### config.mk
export PLATFORM = sky130hd
export DESIGN_NAME = mult_div_unit
export DESIGN_NICKNAME = d
export VERILOG_FILES = /design/src/rtl/mult_div_unit.sv
export SDC_FILE = /design/constraint.sdc
export NUM_CORES = 1
export LEC_CHECK = 0
export BUFFER_PORTS_ARGS = -buffer_cell sky130_fd_sc_hd__buf_2
export CELL_PAD_IN_SITES_DETAIL_PLACEMENT = 0
export CELL_PAD_IN_SITES_GLOBAL_PLACEMENT = 1
export CORE_ASPECT_RATIO = 1.5
export CORE_UTILIZATION = 40
export CTS_CLUSTER_DIAMETER = 60
export DETAILED_ROUTE_END_ITERATION = 12
export PLACE_DENSITY = 0.76
export SYNTH_ARGS = -nofsm -noshare
export SYNTH_HDL_FRONTEND = slang
export SYNTH_SLANG_ARGS = --single-unit
### constraint.sdc
create_clock -name clk -period 9.2 [get_ports clk]
set_input_delay 2.76 -clock clk [delete_from_list [all_inputs] [get_ports clk]]
set_output_delay 2.76 -clock clk [all_outputs]
set_load 0.01 [all_outputs]
### src/rtl/mult_div_unit.sv
// Iterative signed multiply (radix-2 Booth) / divide (restoring) unit producing HI/LO.
// Optional macro MULTDIV_DIV0_TRAP_EN: divide by zero finishes immediately with a DivZero pulse.
module mult_div_unit (
  input  logic        clk,
  input  logic        reset,
  input  logic [31:0] A,
  input  logic [31:0] B,
  input  logic        MultStart,
  input  logic        DivStart,
  output logic [31:0] HI,
  output logic [31:0] LO,
  output logic        Done,
  output logic        DivZero,
  output logic        Busy
);

`ifdef MULTDIV_DIV0_TRAP_EN
  localparam bit TRAP_EN = 1'b1;
`else
  localparam bit TRAP_EN = 1'b0;
`endif

  typedef enum logic [1:0] {IDLE, MULT, DIV, DONE} state_t;

  state_t      state;
  logic [5:0]  cnt;
  logic [31:0] a_reg;
  logic [31:0] b_mag;
  logic [32:0] acc_hi;   // Booth P_hi (one guard bit) or division remainder
  logic [31:0] acc_lo;   // Booth P_lo or dividend/quotient shift register
  logic        q_m1;
  logic        a_neg;
  logic        q_neg;
  logic        b_zero;

  logic [32:0] a_ext;
  logic [32:0] booth_sum;
  logic [65:0] mult_shift;
  logic [32:0] div_shift;
  logic [32:0] div_diff;
  logic        div_ge;
  logic [32:0] div_rem_nx;
  logic [31:0] div_quo_nx;
  logic [31:0] quo_res;
  logic [31:0] rem_res;
  logic [31:0] a_mag_in;
  logic [31:0] b_mag_in;

  // The guard bit keeps +/- 0x80000000 partial sums from wrapping.
  assign a_ext = {a_reg[31], a_reg};

  // NOTE: every combinational output gets a default first so no latch is inferred.
  always_comb begin
    booth_sum = acc_hi;
    case ({acc_lo[0], q_m1})
      2'b01:   booth_sum = acc_hi + a_ext;
      2'b10:   booth_sum = acc_hi - a_ext;
      default: booth_sum = acc_hi;
    endcase
  end

  assign mult_shift = {booth_sum[32], booth_sum, acc_lo};

  assign div_shift  = {acc_hi[31:0], acc_lo[31]};
  assign div_diff   = div_shift - {1'b0, b_mag};
  assign div_ge     = ~div_diff[32];
  assign div_rem_nx = div_ge ? div_diff : div_shift;
  assign div_quo_nx = {acc_lo[30:0], div_ge};
  assign quo_res    = q_neg ? -div_quo_nx : div_quo_nx;
  assign rem_res    = a_neg ? -div_rem_nx[31:0] : div_rem_nx[31:0];

  assign a_mag_in = A[31] ? -A : A;
  assign b_mag_in = B[31] ? -B : B;

  // NOTE: sequential state uses non-blocking assignments so every register sees pre-edge values.
  always_ff @(posedge clk or posedge reset) begin
    if (reset) begin
      state   <= IDLE;
      cnt     <= '0;
      a_reg   <= '0;
      b_mag   <= '0;
      acc_hi  <= '0;
      acc_lo  <= '0;
      q_m1    <= 1'b0;
      a_neg   <= 1'b0;
      q_neg   <= 1'b0;
      b_zero  <= 1'b0;
      HI      <= '0;
      LO      <= '0;
      Done    <= 1'b0;
      DivZero <= 1'b0;
      Busy    <= 1'b0;
    end else begin
      case (state)
        IDLE: begin
          if (MultStart) begin
            a_reg  <= A;
            acc_hi <= '0;
            acc_lo <= B;
            q_m1   <= 1'b0;
            cnt    <= 6'd32;
            Busy   <= 1'b1;
            state  <= MULT;
          end else if (DivStart) begin
            if (TRAP_EN && (B == 32'd0)) begin
              Done    <= 1'b1;
              DivZero <= 1'b1;
              state   <= DONE;
            end else begin
              a_reg  <= A;
              acc_hi <= '0;
              acc_lo <= a_mag_in;
              b_mag  <= b_mag_in;
              a_neg  <= A[31];
              q_neg  <= A[31] ^ B[31];
              b_zero <= (B == 32'd0);
              cnt    <= 6'd32;
              Busy   <= 1'b1;
              state  <= DIV;
            end
          end
        end
        MULT: begin
          acc_hi <= mult_shift[65:33];
          acc_lo <= mult_shift[32:1];
          q_m1   <= mult_shift[0];
          cnt    <= cnt - 6'd1;
          if (cnt == 6'd1) begin
            HI    <= mult_shift[64:33];
            LO    <= mult_shift[32:1];
            Done  <= 1'b1;
            Busy  <= 1'b0;
            state <= DONE;
          end
        end
        DIV: begin
          acc_hi <= div_rem_nx;
          acc_lo <= div_quo_nx;
          cnt    <= cnt - 6'd1;
          if (cnt == 6'd1) begin
            // Untrapped divide by zero returns a fixed pattern instead of the raw shift result.
            HI    <= b_zero ? a_reg : rem_res;
            LO    <= b_zero ? 32'hFFFF_FFFF : quo_res;
            Done  <= 1'b1;
            Busy  <= 1'b0;
            state <= DONE;
          end
        end
        DONE: begin
          Done    <= 1'b0;
          DivZero <= 1'b0;
          state   <= IDLE;
        end
        default: state <= IDLE;
      endcase
    end
  end

endmodule

==> results of run 1 <==
per-layer routing:
metal / wire length [um] / GRT usage, % / up-vias
met5: 13 / 0 / -
met1: 26200 / 34.7 / 8453
met2: 33500 / 53.3 / 658
met3: 3590 / 3.32 / 147
met4: 3250 / 14.2 / 2
li1: - / - / 8113
worst reg2reg max path, cell delays in order, from the launching register on:
cell and delay (ns):
dfrtp_1 0.43, inv_1 0.08, ha_1 0.15, inv_1 0.05, fa_1 0.42, nand3_1 0.12
a21oi_1 0.17, o21a_1 0.25, o211ai_1 0.34, a211oi_2 0.18, a31o_2 0.29, a21o_1 0.18
a21o_1 0.17, ha_2 0.37, inv_1 0.60, buf_4 0.33, nor2_1 0.08, mux2i_1 0.16
nand4_1 0.28, nor2_1 0.23, and4_1 0.29, nand4_1 0.42, o41ai_1 0.58, xnor2_1 0.17
nor2_1 0.06, o31ai_1 0.29
per-stage QoR:
| stage | hold WS [ns] | cells |
|---|---|---|
| finish | 0.473 | 2833 |
| global route | 0.494 | 2833 |
| CTS | 0.479 | 2833 |
| detailed placement | 0.460 | 2785 |
| global placement | 0.459 | 2785 |
| floorplan | 0.443 | 2209 |
cell usage after synthesis, types with 7 or more instances:
cell type / instances / share of area (%)
or4_1: 22 / 0.94
o21ai_0: 200 / 5.7
nor2b_1: 12 / 0.43
buf_2: 10 / 0.29
a22oi_1: 46 / 2.0
nand4_1: 18 / 0.64
o221ai_1: 39 / 1.9
a21o_1: 41 / 1.8
a2bb2oi_1: 10 / 0.50
or3_1: 19 / 0.68
o31ai_1: 57 / 2.4
and3_1: 12 / 0.43
o21a_1: 14 / 0.60
a211oi_1: 24 / 1.0
buf_1: 12 / 0.26
xnor2_1: 95 / 4.7
nor2_1: 161 / 3.4
a31oi_1: 12 / 0.43
clkbuf_1: 129 / 2.8
a21oi_1: 166 / 4.7
inv_1: 83 / 1.8
o211ai_1: 27 / 1.2
o21ai_1: 18 / 0.51
ha_1: 77 / 5.5
o41ai_1: 22 / 1.1
mux2_2: 38 / 2.4
mux2i_1: 16 / 0.91
a211o_1: 8 / 0.40
nand3_1: 34 / 0.97
nand2_1: 292 / 6.2
and2_1: 8 / 0.29
dfrtp_1: 207 / 30
nand2b_1: 22 / 0.78
xor2_1: 86 / 4.3
nor4_1: 14 / 0.50
or2_2: 7 / 0.25
nor3_1: 34 / 0.97
final cells by class:
| class | count | share of cell area [%] |
|---|---|---|
| Clock buffer | 35 | 3.73 |
| Clock inverter | 13 | 0.758 |
| Inverter | 83 | 1.64 |
| Multi-Input combinational cell | 1765 | 59.1 |
| Sequential cell | 207 | 26.6 |
| Tap cell | 570 | 3.66 |
| Timing Repair Buffer | 160 | 4.52 |
logic make-up (layout without fill, tap and decap cells):
group	after synthesis	count (layout)	synth area share, %
other	1	1	0.0214
flip-flops	207	207	29.5
AND/OR/NAND/NOR	685	685	18.2
XOR/XNOR	181	181	9.04
adder cells (fa/ha/maj)	79	79	5.72
multiplexers	54	54	3.35
buffers and inverters	237	291	5.21
AO/OA/AOI/OAI	765	765	29.0
worst paths after layout:
check | start | end | slack (ns) | cells past startpoint
worst min-delay path | LO[31]$_DFFE_PP0P_ | LO[31]$_DFFE_PP0P_ | 0.47 | 1
worst max register to register | acc_lo[31]$_DFFE_PP0P_ | HI[28]$_DFFE_PP0P_ | 2.43 | 25
min in group asynchronous | reset | HI[23]$_DFFE_PP0P_ | 2.25 | 2
worst max-delay path | acc_lo[31]$_DFFE_PP0P_ | HI[28]$_DFFE_PP0P_ | 2.43 | 25
worst min register to register | LO[31]$_DFFE_PP0P_ | LO[31]$_DFFE_PP0P_ | 0.47 | 1
max in group asynchronous | reset | LO[14]$_DFFE_PP0P_ | 5.72 | 3
==> metrics.yaml, run 1 <==
cts.repair.resized: 0
endpoint_kind: "flip-flop"
postCtsHoldBufs: 0
core_sq_mm: 0.0431
gr-usage-all-layers_pct: 29.5
h-tree-depth: 1
drtIter0Drc: 1527
setup_ws_ns: 2.43
io_pins: 135
clkLatencyLatePin_ns: 0.57
synth_nets: 2356
seq_area_frac_synth_pct: 29.5
cts_setup_buffers: 0
largest_register: "acc_hi"
synth_edf_count: 0
wl_mm: 66.5
ys_seq_elements: 207
synth_cell_type_count: 90
syn_area_per_cell_sq_um: 7.94
cts_root_buf: "clkbuf_16"
synthArstFlopShare_pct: 100
final_util_pct: 45.2
fmax_mhz: 148
cap_violations: 0
final_common_cell: "nand2_1"
cts_made_buffers: 26
area_growth_pct: 11.1
drc: 0
setup_tns_ns: 0
critPathMaxStageDelay_ns: 0.60
cts_sinks: 207
tritoncts: "yes"
critPathBufInv: 4
antenna_cells: 0
slowest_stage: "inv_1"
first_pass_iters: 5
regArea_sq_mm: 0.00518
die_h_um: 258
path_delay_family: "compound AO/OA/AOI/OAI gates"
fp.dieW_um: 173
dieArea_sq_mm: 0.0447
drive_gt1_share_pct: 13.0
netlist_area_sq_mm: 0.0175
slew_headroom_pct: 17.6
final_cell_mix: "291 x nand2_1, 206 x dfrtp_1, 200 x o21ai_0"
place_ws_ns: 2.52
fin_crit_ns: 6.77
yosys_warnings: 0
clk_pin_slew_worst_paths_ns: 0.07
slew_viol_final: 0
fin_crit_sh_pct: 73.6
n_fill_cell: 4432
antenna_left: 0
syn_inst: 2209
largest_reg_flops: 33
wl_per_cell_um: 23.5
cp_max_fo: 20
worst_pin_slew_ns: 1.24
ys.flop_type: "dfrtp_1"
hpwl_mm: 51.2
critPathArrivalTime_ns: 7.25
grt_max_degree: 144
place_area_sq_mm: 0.0186
rows: 93
hp-class: "flip-flop to flip-flop"
nNetsFinal: 2390
vias_per_cell: 6.13
crit_type: "flip-flop to flip-flop"
clock_skew_ns: 0.0190
start_util_pct: 40.7
overflow: 0
antenna_found_initial: 1
grt_pass1_vias: 17287
grt_pass1_wl_mm: 103
io_buffers: 133
start_kind: "flip-flop"
setup_viol: 0
rsz0062_at_grt: "false"
required_ns: 9.67
cts_buffer_depth: 3
dr_total_vias: 17373
place.gp.congestion: 0.952
status: "finished clean"
multiInputGateArea_sq_mm: 0.0115
hold_violations: 0
stdcell_area_sq_mm: 0.0195
Power of run 1 is not shown: default switching activity piles up to over one toggle a cycle in this logic, so the estimate is an artifact.
==> inputs of run 2 (changes only) <==
--- a/config.mk
+++ b/config.mk
@@ -12,7 +12,7 @@
 export CORE_UTILIZATION = 40
 export CTS_CLUSTER_DIAMETER = 60
 export DETAILED_ROUTE_END_ITERATION = 12
-export PLACE_DENSITY = 0.76
+export PLACE_DENSITY = 0.79
 export SYNTH_ARGS = -nofsm -noshare
 export SYNTH_HDL_FRONTEND = slang
 export SYNTH_SLANG_ARGS = --single-unit
==> constraint.sdc (replaced) <==
create_clock -name clk -period 5.8 [get_ports clk]
set_input_delay 1.74 -clock clk [delete_from_list [all_inputs] [get_ports clk]]
set_output_delay 1.74 -clock clk [all_outputs]
set_load 0.01 [all_outputs]
==> metrics.yaml, run 2 (synthesis results as in run 1) <==
postCtsHoldBufs: 0  # unchanged
path_delay_family: "simple AND/OR/NAND/NOR gates"  # was compound AO/OA/AOI/OAI gates
drive_gt1_share_pct: 16.0  # was 13.0%
setup_viol: 0  # unchanged
use_met3_pct: 3.15  # was 3.32%
status: "finished clean"  # unchanged
die_h_um: 258  # unchanged
rows: 93  # unchanged
crit_type: "flip-flop to flip-flop"  # unchanged
drc: 0  # unchanged
tritoncts: "yes"  # unchanged
n_fill_cell: 4395  # was 4432
rsz0062_at_grt: "false"  # unchanged
h-tree-depth: 1  # unchanged
fin_crit_ns: 5.50  # was 6.77 ns
overflow: 0  # unchanged
slowest_stage: "or4_1"  # was inv_1
grt_pass1_wl_mm: 106  # was 103 mm
endpoint_kind: "flip-flop"  # unchanged
setup_tns_ns: 0  # unchanged
setup.worst_path.start: "a_reg[5]$_DFFE_PP0P_"  # was acc_lo[31]$_DFFE_PP0P_
final_common_cell: "nand2_1"  # unchanged
hpwl_mm: 53.6  # was 51.2 mm
wl_mm: 68.8  # was 66.5 mm
core_sq_mm: 0.0431  # unchanged
cts_made_buffers: 25  # was 26
final_cell_mix: "291 x nand2_1, 206 x dfrtp_1, 198 x o21ai_0"  # was 291 x nand2_1, 206 x dfrtp_1, 200 x o21ai_0
gr-usage-all-layers_pct: 30.4  # was 29.5%
busiest_layer: "met2"  # unchanged
clock_skew_ns: 0.0285  # was 0.0190 ns
hp-class: "flip-flop to flip-flop"  # unchanged
cts_root_buf: "clkbuf_16"  # unchanged
grt_pass1_vias: 17588  # was 17287
cap_violations: 0  # unchanged
fmax_mhz: 182  # was 148 MHz
nNetsFinal: 2460  # was 2390
dr_total_vias: 17859  # was 17373
antenna_found_initial: 0  # was 1
place.gp.congestion: 1.01  # was 0.952
slew_headroom_pct: 26.7  # was 17.6%
largest_register: "acc_hi"  # unchanged
clk_pin_slew_worst_paths_ns: 0.07  # about the same
io_pins: 135  # unchanged
clkLatencyLatePin_ns: 0.57  # about the same
min_from: "LO[29]$_DFFE_PP0P_"  # was LO[31]$_DFFE_PP0P_
io_buffers: 133  # unchanged
critPathArrivalTime_ns: 5.96  # was 7.25 ns
r2r-start: "a_reg[5]$_DFFE_PP0P_"  # was acc_lo[31]$_DFFE_PP0P_
worst_pin_slew_ns: 1.10  # was 1.24 ns
start_kind: "flip-flop"  # unchanged
cts_sinks: 207  # unchanged
cts_buffer_depth: 3  # unchanged
vias_per_cell: 6.15  # was 6.13
dieArea_sq_mm: 0.0447  # unchanged
first_pass_iters: 5  # unchanged
crit_chain: "or4_1 -> nor4_2 -> nor4b_2 -> nand2_1 -> nor2_1 -> a21oi_1 -> xnor2_1 -> ha_1 -> nand3_1 -> or4_1 -> a211o_1 -> nand3_1 -> a41oi_1 -> o31ai_1 -> xnor2_1 -> o21ai_0 -> a21oi_1 -> o41a_1"
critPathBufInv: 0  # was 4
required_ns: 6.25  # was 9.67 ns
start_util_pct: 40.7  # unchanged
fp.dieW_um: 173  # unchanged
slew_viol_final: 0  # unchanged
grt_max_degree: 144  # unchanged
grt_use_met1_pct: 35.8  # was 34.7%
fin_crit_sh_pct: 94.9  # was 73.6%
critPathMaxStageDelay_ns: 0.60  # about the same
cp_max_fo: 9  # was 20
hold_violations: 0  # unchanged
area_growth_pct: 14.8  # was 11.1%
wl_per_cell_um: 23.7  # was 23.5 um
largest_reg_flops: 33  # unchanged
drtIter0Drc: 1382  # was 1527
use_met2_pct: 55.0  # was 53.3%
antenna_left: 0  # unchanged
==> run 2: cell types whose count changed in the layout (fill, tap and decap cells not counted), sizes merged <==
| cell | delta |
|---|---|
| clkinvlp | +1 |
| inv | -1 |
| bufinv | +4 |
| clkinv | -2 |
| buf | +71 |
| clkbuf | -5 |
| diode | +2 |
==> run 2: path summary, 6_finish.rpt <==
kind	endpoint	slack, ns	depth (start not counted)
worst max register to register	HI[31]$_DFFE_PP0P_	0.30	18
min in group asynchronous	HI[28]$_DFFE_PP0P_	1.33	3
worst max-delay path	HI[31]$_DFFE_PP0P_	0.30	18
worst min register to register	LO[29]$_DFFE_PP0P_	0.47	1
max in group asynchronous	HI[5]$_DFFE_PP0P_	3.63	3
worst min-delay path	LO[29]$_DFFE_PP0P_	0.47	1
==> run 2: layout make-up <==
cell class / count / area (sq um) / area share, %
antenna: 2 / 5.00 / 0.0248
clock buffer: 30 / 674 / 3.35
multi-input combinational: 1765 / 11600 / 57.4
sequential: 207 / 5180 / 25.7
timing repair buffer: 231 / 1450 / 7.18
tap: 570 / 713 / 3.54
inverter: 83 / 319 / 1.58
clock inverter: 15 / 250 / 1.24
==> run 2: repair_timing <==
action	CTS	global route
gates resized for setup	0	10
setup endpoints to repair	0	13
setup buffers	0	3
==> run 2: worst reg2reg max path: cells and delay by family (launching register included) <==
family | cells | cell delay (ns)
AND/OR/NAND/NOR | 8 | 2.58
AO/OA/AOI/OAI | 7 | 1.69
adder cells (fa/ha/maj) | 1 | 0.46
flip-flops | 1 | 0.43
XOR/XNOR | 2 | 0.26
==> run 2: stage by stage <==
step	cell area [sq um]	instances	worst slack [ns]	hold WS [ns]	util, %
finish	20100	2903	0.298	0.472	46.8
floorplan	17500	2209	0.299	0.443	-
CTS	20100	2898	0.157	0.475	46.6
global route	20100	2901	0.00831	0.492	46.8
global placement	19100	2853	0.227	0.458	44.4
detailed placement	19100	2853	0.171	0.461	44.4
==> run 2: per-layer routing <==
metal / vias to the layer above / share of wire [%]
met5: - / 0
met4: 0 / 5.0
met3: 162 / 5.4
met2: 728 / 50
met1: 8699 / 39
li1: 8270 / -
Power of run 2 is left out for the same reason.
==> inputs of run 3 (changes only) <==
==> config.mk (replaced) <==
export PLATFORM = sky130hd
export DESIGN_NAME = mult_div_unit
export DESIGN_NICKNAME = d
export VERILOG_FILES = /design/src/rtl/mult_div_unit.sv
export SDC_FILE = /design/constraint.sdc
export NUM_CORES = 1
export LEC_CHECK = 0
export CELL_PAD_IN_SITES_DETAIL_PLACEMENT = 0
export CELL_PAD_IN_SITES_GLOBAL_PLACEMENT = 1
export CORE_ASPECT_RATIO = 1.5
export CORE_MARGIN = 2
export CORE_UTILIZATION = 40
export CTS_CLUSTER_DIAMETER = 60
export DETAILED_ROUTE_END_ITERATION = 12
export DONT_BUFFER_PORTS = 1
export PLACE_DENSITY = 0.73
export SYNTH_ARGS = -nofsm -noshare
export SYNTH_HDL_FRONTEND = slang
export SYNTH_SLANG_ARGS = --single-unit
==> constraint.sdc (replaced) <==
create_clock -name clk -period 6.18 [get_ports clk]
set_input_delay 1.854 -clock clk [delete_from_list [all_inputs] [get_ports clk]]
set_output_delay 1.854 -clock clk [all_outputs]
set_load 0.01 [all_outputs]
==> metrics.yaml, run 3 (synthesis results as in run 1) <==
hold_slack_ns: 0.481  # was 0.472 ns
gr-usage-all-layers_pct: 29.7  # was 30.4%
h-tree-depth: 1  # unchanged
r2r-start: "acc_lo[31]$_DFFE_PP0P_"  # was a_reg[5]$_DFFE_PP0P_
core_sq_mm: 0.0436  # was 0.0431 sq mm
largest_reg_flops: 33  # unchanged
die_h_um: 260  # was 258 um
drc: 0  # unchanged
first_pass_iters: 5  # unchanged
vias_per_cell: 6.13  # was 6.15
wl_mm: 68.8  # about the same
antenna_left: 0  # unchanged
grt_max_degree: 106  # was 144
worst_pin_slew_ns: 1.07  # was 1.10 ns
hpwl_mm: 53.1  # was 53.6 mm
area_growth_pct: 9.90  # was 14.8%
required_ns: 6.65  # was 6.25 ns
critPathArrivalTime_ns: 6.31  # was 5.96 ns
fmax_mhz: 171  # was 182 MHz
path_delay_family: "compound AO/OA/AOI/OAI gates"  # was simple AND/OR/NAND/NOR gates
cts_buffer_depth: 3  # unchanged
dieArea_sq_mm: 0.0456  # was 0.0447 sq mm
setup_tns_ns: 0  # unchanged
start_util_pct: 40.2  # was 40.7%
dr_total_vias: 16834  # was 17859
final_cell_mix: "291 x nand2_1, 206 x dfrtp_1, 200 x o21ai_0"  # was 291 x nand2_1, 206 x dfrtp_1, 198 x o21ai_0
rsz0062_at_grt: "false"  # unchanged
largest_register: "acc_hi"  # unchanged
cts_made_buffers: 26  # was 25
clkLatencyLatePin_ns: 0.57  # about the same
nNetsFinal: 2300  # was 2460
final_common_cell: "nand2_1"  # unchanged
start_kind: "flip-flop"  # unchanged
slew_viol_final: 0  # unchanged
antenna_found_initial: 4  # was 0
cp_max_fo: 9  # unchanged
crit_path_frequent_cell: "inv_1"
cap_violations: 0  # unchanged
status: "finished clean"  # unchanged
grt_pass1_vias: 16593  # was 17588
slew_headroom_pct: 28.4  # was 26.7%
grt_pass1_wl_mm: 104  # was 106 mm
fin_crit_ns: 5.84  # was 5.50 ns
crit_type: "flip-flop to flip-flop"  # unchanged
critPathBufInv: 4  # was 0
fin_crit_sh_pct: 94.4  # was 94.9%
wl_per_cell_um: 25.0  # was 23.7 um
setup_viol: 0  # unchanged
hold_violations: 0  # unchanged
setup.worst_path.start: "acc_lo[31]$_DFFE_PP0P_"  # was a_reg[5]$_DFFE_PP0P_
overflow: 0  # unchanged
cts_sinks: 207  # unchanged
slowest_stage: "o41ai_1"  # was or4_1
drtIter0Drc: 1358  # was 1382
fp.dieW_um: 175  # was 173 um
min_from: "b_mag[7]$_DFFE_PP0P_"  # was LO[29]$_DFFE_PP0P_
antenna_cells: 0  # was 2
io_pins: 135  # unchanged
cts_root_buf: "clkbuf_16"  # unchanged
rows: 94  # was 93
clock_skew_ns: 0.0153  # was 0.0285 ns
place.gp.congestion: 0.933  # was 1.01
endpoint_kind: "flip-flop"  # unchanged
hp-class: "flip-flop to flip-flop"  # unchanged
tritoncts: "yes"  # unchanged
drive_gt1_share_pct: 9.67  # was 16.0%
io_buffers: 0  # was 133
critPathMaxStageDelay_ns: 0.64  # was 0.60 ns
crit_chain: "inv_1 -> ha_1 -> inv_1 -> fa_1 -> nand3_1 -> a21oi_1 -> o21a_1 -> o211ai_1 -> a211oi_2 -> a31o_2 -> a21o_1 -> a21o_1 -> ha_2 -> inv_1 -> buf_4 -> a211o_1 -> nor3_2 -> and4_1 -> nand4_1 -> o41ai_1 -> xnor2_1 -> nor2_1 -> o31ai_1"  # was or4_1 -> nor4_2 -> nor4b_2 -> nand2_1 -> nor2_1 -> a21oi_1 -> xnor2_1 -> ha_1 -> nand3_1 -> or4_1 -> a211o_1 -> nand3_1 -> a41oi_1 -> o31ai_1 -> xnor2_1 -> o21ai_0 -> a21oi_1 -> o41a_1
clk_pin_slew_worst_paths_ns: 0.06  # was 0.07 ns
## run 3: cell types whose count changed in the layout (fill, tap and decap cells not counted), moves of 3 or more
| cell | before | now |
|---|---|---|
| buf_4 | 93 | 67 |
| buf_2 | 133 | 0 |
| clkbuf_16 | 25 | 28 |
| inv_6 | 3 | 0 |
## run 3: cell type report
| type | count | area (sq um) |
|---|---|---|
| fill | 4370 | 24400 |
| multi-input combinational | 1765 | 11600 |
| sequential | 207 | 5180 |
| tap | 576 | 721 |
| clock buffer | 32 | 704 |
| timing repair buffer | 70 | 568 |
| inverter | 83 | 315 |
| clock inverter | 15 | 228 |
## run 3: what timing repair did
item	4_1_cts	5_1_grt
gates resized for setup	0	5
endpoints found under the setup margin	0	4
setup buffers	0	0
hold buffers	0	0
## run 3: layer usage
metal	part of all wire, %	routed length, um	vias to the layer above	track usage, %
met5	0.019	13	-	0
met4	4.3	2980	2	11.8
met3	6.4	4430	154	4.79
met2	51	35100	593	54.2
met1	38	26200	8170	34.4
li1	-	-	7915	-
## run 3: worst register-to-register path: stages (launching register included)
cell and delay, ns:
dfrtp_1 0.38, inv_1 0.06, ha_1 0.14, inv_1 0.05, fa_1 0.42, nand3_1 0.12
a21oi_1 0.18, o21a_1 0.26, o211ai_1 0.34, a211oi_2 0.17, a31o_2 0.28, a21o_1 0.17
a21o_1 0.17, ha_2 0.43, inv_1 0.20, buf_4 0.22, a211o_1 0.30, nor3_2 0.18
and4_1 0.32, nand4_1 0.22, o41ai_1 0.64, xnor2_1 0.19, nor2_1 0.06, o31ai_1 0.24
## run 3: final timing paths
path,slack [ns],depth (start not counted),to
worst max-delay path,0.34,23,HI[28]$_DFFE_PP0P_
worst min-delay path,0.48,2,b_mag[7]$_DFFE_PP0P_
worst max register to register,0.34,23,HI[28]$_DFFE_PP0P_
worst min register to register,0.48,2,b_mag[7]$_DFFE_PP0P_
max in group asynchronous,3.62,2,b_zero$_DFFE_PP0P_
min in group asynchronous,1.39,1,HI[23]$_DFFE_PP0P_
## run 3: stage by stage
step	cell area [sq um]	std cells	utilization, %	worst slack, ns
after floorplan	17500	2209	-	0.679
after global placement	18300	2700	41.9	0.329
after detailed placement	18300	2700	41.9	0.276
after CTS	19200	2747	44.1	0.252
after global routing	19300	2748	44.2	0.0125
final	19300	2748	44.2	0.343
Power of run 3 is left out for the same reason.
